<file path="config.mk">
export PLATFORM = sky130hd
export DESIGN_NAME = msrv32_dec
export DESIGN_NICKNAME = d
export VERILOG_FILES = /design/src/rtl/msrv32_dec.sv
export SDC_FILE = /design/constraint.sdc
export NUM_CORES = 1
export LEC_CHECK = 0
export BUFFER_PORTS_ARGS = -buffer_cell sky130_fd_sc_hd__buf_2
export CAP_MARGIN = 15
export CORE_ASPECT_RATIO = 1.5
export CORE_MARGIN = 3
export CORE_UTILIZATION = 34
export CTS_CLUSTER_DIAMETER = 50
export CTS_CLUSTER_SIZE = 40
export DETAILED_ROUTE_END_ITERATION = 8
export PLACE_DENSITY = 0.67
export SETUP_SLACK_MARGIN = 0.5
export SKIP_CTS_REPAIR_TIMING = 1
export SLEW_MARGIN = 30
export SYNTH_ARGS = -nofsm -noshare
export SYNTH_HDL_FRONTEND = slang
export SYNTH_SLANG_ARGS = --single-unit
</file>
<file path="constraint.sdc">
create_clock -name clk_in -period 0.8 [get_ports clk_in]
set_clock_uncertainty 0.15 [all_clocks]
set_input_delay 0.08 -clock clk_in [delete_from_list [all_inputs] [get_ports clk_in]]
set_output_delay 0.08 -clock clk_in [all_outputs]
set_load 0.02 [all_outputs]
</file>
<file path="src/rtl/msrv32_dec.sv">
// Main instruction decoder of the msrv32 RV32I core: classifies the opcode, checks the
// funct3 encoding and the load/store address alignment, and registers every control output.
module msrv32_dec (
  input  logic       clk_in,
  input  logic       rst_n_in,
  input  logic [6:0] opcode_in,
  input  logic       funct7_5_in,
  input  logic [2:0] funct3_in,
  input  logic [1:0] iadder_1_to_0_in,
  input  logic       trap_taken_in,
  output logic [3:0] alu_opcode_out,
  output logic       mem_wr_req_out,
  output logic [1:0] load_size_out,
  output logic       load_unsigned_out,
  output logic       alu_src_out,
  output logic       iadder_src_out,
  output logic       csr_wr_en_out,
  output logic       rf_wr_en_out,
  output logic [2:0] wb_mux_sel_out,
  output logic [2:0] imm_type_out,
  output logic [2:0] csr_op_out,
  output logic       illegal_instr_out,
  output logic       misaligned_load_out,
  output logic       misaligned_store_out
);

  localparam logic [4:0] OPC_OP       = 5'b01100;
  localparam logic [4:0] OPC_OP_IMM   = 5'b00100;
  localparam logic [4:0] OPC_LOAD     = 5'b00000;
  localparam logic [4:0] OPC_STORE    = 5'b01000;
  localparam logic [4:0] OPC_BRANCH   = 5'b11000;
  localparam logic [4:0] OPC_JAL      = 5'b11011;
  localparam logic [4:0] OPC_JALR     = 5'b11001;
  localparam logic [4:0] OPC_LUI      = 5'b01101;
  localparam logic [4:0] OPC_AUIPC    = 5'b00101;
  localparam logic [4:0] OPC_SYSTEM   = 5'b11100;
  localparam logic [4:0] OPC_MISC_MEM = 5'b00011;

  logic [3:0] alu_opcode_s;
  logic       alu_src_s;
  logic       iadder_src_s;
  logic       rf_wr_raw_s;
  logic       csr_wr_raw_s;
  logic [2:0] wb_mux_sel_s;
  logic [2:0] imm_type_s;
  logic       illegal_s;
  logic       is_load_s;
  logic       is_store_s;
  logic       mis_addr_s;
  logic       mis_load_s;
  logic       mis_store_s;
  logic       mem_wr_req_s;
  logic       rf_wr_en_s;
  logic       csr_wr_en_s;

  logic [3:0] alu_opcode_r;
  logic       mem_wr_req_r;
  logic [1:0] load_size_r;
  logic       load_unsigned_r;
  logic       alu_src_r;
  logic       iadder_src_r;
  logic       csr_wr_en_r;
  logic       rf_wr_en_r;
  logic [2:0] wb_mux_sel_r;
  logic [2:0] imm_type_r;
  logic [2:0] csr_op_r;
  logic       illegal_r;
  logic       mis_load_r;
  logic       mis_store_r;

  // Opcode class decode and per-class funct3 legality
  always_comb begin
    alu_opcode_s = 4'b0000;
    alu_src_s    = 1'b0;
    iadder_src_s = 1'b0;
    rf_wr_raw_s  = 1'b0;
    csr_wr_raw_s = 1'b0;
    wb_mux_sel_s = 3'b000;
    imm_type_s   = 3'b000;
    illegal_s    = 1'b0;
    is_load_s    = 1'b0;
    is_store_s   = 1'b0;
    if (opcode_in[1:0] != 2'b11) begin
      illegal_s = 1'b1;
    end else begin
      case (opcode_in[6:2])
        OPC_OP: begin
          alu_opcode_s = {funct7_5_in, funct3_in};
          alu_src_s    = 1'b1;
          rf_wr_raw_s  = 1'b1;
        end
        OPC_OP_IMM: begin
          // funct7_5 only selects SRAI vs SRLI; other immediates reuse that bit as data
          alu_opcode_s = {((funct3_in == 3'b101) ? funct7_5_in : 1'b0), funct3_in};
          rf_wr_raw_s  = 1'b1;
          imm_type_s   = 3'b001;
        end
        OPC_LOAD: begin
          is_load_s    = 1'b1;
          iadder_src_s = 1'b1;
          rf_wr_raw_s  = 1'b1;
          wb_mux_sel_s = 3'b001;
          imm_type_s   = 3'b001;
          illegal_s    = (funct3_in == 3'b011) || (funct3_in == 3'b110) || (funct3_in == 3'b111);
        end
        OPC_STORE: begin
          is_store_s   = 1'b1;
          iadder_src_s = 1'b1;
          imm_type_s   = 3'b010;
          illegal_s    = (funct3_in > 3'b010);
        end
        OPC_BRANCH: begin
          imm_type_s = 3'b011;
          illegal_s  = (funct3_in == 3'b010) || (funct3_in == 3'b011);
        end
        OPC_JAL: begin
          rf_wr_raw_s  = 1'b1;
          wb_mux_sel_s = 3'b101;
          imm_type_s   = 3'b101;
        end
        OPC_JALR: begin
          iadder_src_s = 1'b1;
          rf_wr_raw_s  = 1'b1;
          wb_mux_sel_s = 3'b101;
          imm_type_s   = 3'b001;
          illegal_s    = (funct3_in != 3'b000);
        end
        OPC_LUI: begin
          rf_wr_raw_s  = 1'b1;
          wb_mux_sel_s = 3'b010;
          imm_type_s   = 3'b100;
        end
        OPC_AUIPC: begin
          rf_wr_raw_s  = 1'b1;
          wb_mux_sel_s = 3'b011;
          imm_type_s   = 3'b100;
        end
        OPC_SYSTEM: begin
          rf_wr_raw_s  = (funct3_in != 3'b000);
          csr_wr_raw_s = (funct3_in != 3'b000) && (funct3_in != 3'b100);
          wb_mux_sel_s = 3'b100;
          imm_type_s   = 3'b110;
          illegal_s    = (funct3_in == 3'b100);
        end
        OPC_MISC_MEM: begin
          illegal_s = 1'b0;
        end
        default: begin
          illegal_s = 1'b1;
        end
      endcase
    end
  end

  // Alignment check and gating of the side-effecting enables
  always_comb begin
    if (funct3_in[1:0] == 2'b01) begin
      mis_addr_s = iadder_1_to_0_in[0];
    end else if (funct3_in[1:0] == 2'b10) begin
      mis_addr_s = (iadder_1_to_0_in != 2'b00);
    end else begin
      mis_addr_s = 1'b0;
    end
    mis_load_s   = is_load_s & mis_addr_s;
    mis_store_s  = is_store_s & mis_addr_s;
    mem_wr_req_s = is_store_s & ~mis_store_s & ~trap_taken_in & ~illegal_s;
    rf_wr_en_s   = rf_wr_raw_s & ~illegal_s;
    csr_wr_en_s  = csr_wr_raw_s & ~illegal_s;
  end

  // Output register stage
  always_ff @(posedge clk_in or negedge rst_n_in) begin
    if (!rst_n_in) begin
      alu_opcode_r    <= 4'b0000;
      mem_wr_req_r    <= 1'b0;
      load_size_r     <= 2'b00;
      load_unsigned_r <= 1'b0;
      alu_src_r       <= 1'b0;
      iadder_src_r    <= 1'b0;
      csr_wr_en_r     <= 1'b0;
      rf_wr_en_r      <= 1'b0;
      wb_mux_sel_r    <= 3'b000;
      imm_type_r      <= 3'b000;
      csr_op_r        <= 3'b000;
      illegal_r       <= 1'b0;
      mis_load_r      <= 1'b0;
      mis_store_r     <= 1'b0;
    end else begin
      alu_opcode_r    <= alu_opcode_s;
      mem_wr_req_r    <= mem_wr_req_s;
      load_size_r     <= funct3_in[1:0];
      load_unsigned_r <= funct3_in[2];
      alu_src_r       <= alu_src_s;
      iadder_src_r    <= iadder_src_s;
      csr_wr_en_r     <= csr_wr_en_s;
      rf_wr_en_r      <= rf_wr_en_s;
      wb_mux_sel_r    <= wb_mux_sel_s;
      imm_type_r      <= imm_type_s;
      csr_op_r        <= funct3_in;
      illegal_r       <= illegal_s;
      mis_load_r      <= mis_load_s;
      mis_store_r     <= mis_store_s;
    end
  end

  assign alu_opcode_out       = alu_opcode_r;
  assign mem_wr_req_out       = mem_wr_req_r;
  assign load_size_out        = load_size_r;
  assign load_unsigned_out    = load_unsigned_r;
  assign alu_src_out          = alu_src_r;
  assign iadder_src_out       = iadder_src_r;
  assign csr_wr_en_out        = csr_wr_en_r;
  assign rf_wr_en_out         = rf_wr_en_r;
  assign wb_mux_sel_out       = wb_mux_sel_r;
  assign imm_type_out         = imm_type_r;
  assign csr_op_out           = csr_op_r;
  assign illegal_instr_out    = illegal_r;
  assign misaligned_load_out  = mis_load_r;
  assign misaligned_store_out = mis_store_r;

endmodule

</file>
======== Yosys cells after proc, flatten, opt, wreduce, memory -nomap -nowiden ========
Index checks and enable logic that the tools add are counted.
word-level totals
  bits in registers ....................... 24
  input port bits ......................... 16
  output and inout port bits .............. 24
  word-level logic and storage cells ...... 81
operators by class
  magnitude comparators ................... 1
  equal/unequal tests ..................... 20
  multiplexer cells ....................... 23
  bitwise operators ....................... 10
  reductions and logical operators ........ 13
operators with widths
  kind                  number
  $eq A5 B5 Y1 const B  4
  $pmux W3 S6           1
  $eq A5 B4 Y1 const B  3
  $mux W1               15
  $pmux W3 S5           1
  $eq A3 B3 Y1 const B  4
  $eq A5 B3 Y1 const B  2
  $pmux W4 S2           1
  $and A1 B1 Y1         7
  $reduce_or A7 Y1      1
  $eq A3 B2 Y1 const B  2
  $mux W3               2
  $pmux W1 S6           1
  $reduce_or A3 Y1      2
  $reduce_or A6 Y1      1
  $eq A5 B2 Y1 const B  1
  $logic_not A5 Y1      1
  $mux W4               1
  $reduce_or A2 Y1      2
  $gt A3 B2 Y1 const B  1
  $logic_or A1 B1 Y1    3
  $ne A3 B3 Y1 const B  1
  $not A1 Y1            3
  $reduce_bool A3 Y1    1
  6 further kinds       6

======== Longest topological paths before layout ========
  word-level depth ........................ 8
  mapped depth ............................ 5
  depth with buffers taken out ............ 4

======== Least setup slack after synthesis ========
Ideal clock, no wire load.
  path kind ............................... input-to-reg
  start ................................... input port opcode_in[4]
  end ..................................... register rf_wr_en_r (netlist: rf_wr_en_out)
  setup time .............................. 138 ps
  data arrival time ....................... 1223 ps
  required time ........................... 512 ps
  setup slack ............................. -711 ps
  cell stages on the path ................. 5
  path buffers ............................ 1
  path through ............................ buf_6 or3b_4 or4_4 a21boi_4 a2111oi_0
on the way
  word-level cells in the longest chain between the ends .. 6
  elaborated cells between the ends (all ways) .. 19
  classes of those cells .................. 10 x eq/ne; 4 x mux; 2 x bitwise; 3 x reduce/logical
RTL lines
  what                                        RTL line  text
  from (decl)                                 6         input logic [6:0] opcode_in,
  $eq A5 B2 Y1, or another cell as far along  86        case (opcode_in[6:2])
  $reduce_or A6 Y1 (no line)                  -
  $pmux W1 S6                                 86
  $mux W1                                     83        if (opcode_in[1:0] != 2'b11) begin
  $not A1 Y1                                  167       rf_wr_en_s = rf_wr_raw_s & ~illegal_s;
  $and A1 B1 Y1 *                             167
  net rf_wr_en_s                              53        logic rf_wr_en_s;
  to (signal assigned)                        196       rf_wr_en_r <= rf_wr_en_s;
  to (decl)                                   63        logic rf_wr_en_r;
The timed path passes the listed nets; every way through them passes the cells marked *.

======== Final worst setup path ========
  start ................................... input port opcode_in[3]
  end ..................................... register rf_wr_en_r (netlist: rf_wr_en_out)
Same word-level chain as after synthesis.

==> qor.txt <==
Status = finished with violations
Failing checks = negative hold slack, negative setup slack
Boundary pin count = 40
Clk root buf = clkbuf_8
Critical Path RT = 0.77 ns
WHS = -0.432 ns
Clock Sinks = 21
Area leader, netlist = dfrtp_1
Final GP Congestion = 0.798
Synthesis warning total = 0
Post-Syn Nets = 121
Max transition margin = 0.764
Initial Util = 0.357
Initial antenna violation count = 0
Pre-Repair DR Iteration Count = 4
Vias/cell = 5.00
HP Class = input port to async pin
Avg WL per Cell = 14.1 um
Worst-path maximum fanout = 4
#FFs+latches synth = 21
Final hold violation count = 27
Leading cell type in the layout, fill and taps excluded = buf_6
Critical path capture point type = register
Total of max-cap violations = 0
Area grow syn2layout = 82.5%
Total length of routed wires = 2990 um
GRT overflow = 0
Fin worst setup slack = -0.595 ns
H-tree Lvls = 1
Setup TNS = -8.97 ns
Worst-path clk slew = 0.07 ns
RSZ-0062 raised after global routing = yes
Post-synth EDFFs = 0
Residual DRC = 0
Pwr Total = 0.00231 W
Die Area = 3780 um2
Power per cell area = 1220 nW/um2
Post-synth top area share = 0.505
Final Max Slew Viols = 0
Leak = 0.870 nW
Setup CP Type = input port to register
HPWL after detailed placement = 2280 um
First-pass GRT wire length = 4420 um
Crit-path slowest cell = or4_4
Peak VDD IR = 0.000603 V
Startpoint Class = input port
Final Cycle Share = 1.74
Inserted Clock Buffers = 3
GRT Resource Usage Total = 0.152
Setup Viol. Count Final = 40
Most frequent cells in the layout = buf_6 (37), buf_4 (25), dfrtp_1 (18)
Achievable frequency = 717 MHz
Tmin final = 1.39 ns
Cells after Synth = 105
CTS tree = done
Sequential-to-total area share from yosys stat = 0.505
Synthesized area per cell = 9.91 um2
Mapped Area = 1040 um2
Fillers = 253
Site Rows = 24
Die height = 73.8 um
Ratio of cells with drive above 1 in the final layout = 0.618
Worst-path cell chain = buf_6 > or3b_4 > or4_4 > a21boi_4 > a2111oi_2
Fin nets = 190
DR iter-0 viols = 29
Area of the core = 2910 um2
Vias = 1061
Clock buffer depth = 2
Yosys cell types = 38
Chip Width = 51.2 um
Least-Margin Pin Slew = 0.353 ns
Largest cells by area after synthesis = dfrtp_1 (50%), nor2_1 (3.6%), and3_1 (3.0%)
Main synth FF type = dfrtp_1
Slowest stage delay, CP = 0.45 ns
Worst Path Arrival = 1.36 ns
Antenna fix cells = 0
Largest net degree at the start of global routing = 22
Async S/R FF share, synth = 1.00
Vias in the first global route = 982
ANT nets after route = 0
IO Port Bufs = 39
## routing by layer
layer	track usage	routed length, um	part of all wire
met1	0.169	1070	0.36
met3	0.0142	92	0.031
met4	0.0539	70	0.023
met2	0.291	1760	0.59
met5	0	0	0
## layout make-up
type,count,area (um2),area share
Clock buffer,3,41.3,0.0217
Clock inverter,1,5.00,0.00264
Inverter,2,7.51,0.00395
Multi-Input combinational cell,72,568,0.299
Sequential cell,21,529,0.279
Tap cell,39,48.8,0.0257
Timing Repair Buffer,74,699,0.368
## registers in the layout, summed over array words and instances, names as in the netlist, 3 cells and up
| register | count |
|---|---|
| wb_mux_sel_out | 3 |
| alu_opcode_out | 4 |
| imm_type_out | 3 |
| csr_op_out | 3 |
## worst max-delay path, delay by kind of cell
| family | cells | cell delay, ns |
|---|---|---|
| simple gates | 2 | 0.86 |
| buf+inv | 1 | 0.09 |
| compound gates | 2 | 0.32 |
## per-stage QoR
stage | instance area, um2 | std cells | setup slack [ns] | utilization
after floorplan | 1130 | 105 | -0.701 | -
after global placement | 1500 | 204 | -0.784 | 0.513
after detailed placement | 1500 | 204 | -0.849 | 0.513
after CTS | 1540 | 208 | -0.593 | 0.529
after global routing | 1900 | 212 | -0.616 | 0.652
final | 1900 | 212 | -0.595 | 0.652
## synthesized netlist by cell type, drive strengths merged, types with 2 or more instances
cell / n
nand4: 2
and3: 5
o22ai: 3
clkbuf: 4
nor3: 5
or3b: 2
inv: 2
dfrtp: 21
a21oi: 4
o21ai: 5
nand2b: 3
nor2: 10
nor2b: 2
nand3: 5
nor4: 2
buf: 6
or4: 2
nand2: 7
## final timing paths
kind                         startpoint                           to  slack (ns)  cells past startpoint
worst min-delay path           rst_n_in  wb_mux_sel_out[1]$_DFF_PN0_       -0.43                      1
worst max-delay path       opcode_in[3]       rf_wr_en_out$_DFF_PN0_       -0.59                      5
min in group clk_in        funct3_in[0]      csr_op_out[0]$_DFF_PN0_       -0.11                      2
max in group asynchronous      rst_n_in      csr_op_out[2]$_DFF_PN0_        0.70                      1
## logic make-up (layout without fill, tap and decap cells)
family / Yosys count / after routing / synth area share
and+or+nand+nor: 52 / 52 / 0.294
buffers and inverters: 12 / 80 / 0.0637
AOI/OAI and AO/OA: 20 / 20 / 0.137
DFF: 21 / 21 / 0.505
## report_power, final
| group | switching (W) | total (W) | internal (W) | leakage [nW] |
|---|---|---|---|---|
| logic | 0.000277 | 0.000569 | 0.000292 | 0.566 |
| clock network | 0.000302 | 0.000648 | 0.000345 | 0.0255 |
| registers | 0.0000111 | 0.00109 | 0.00108 | 0.278 |
No activity file was read; power rests on OpenSTA's default activity.
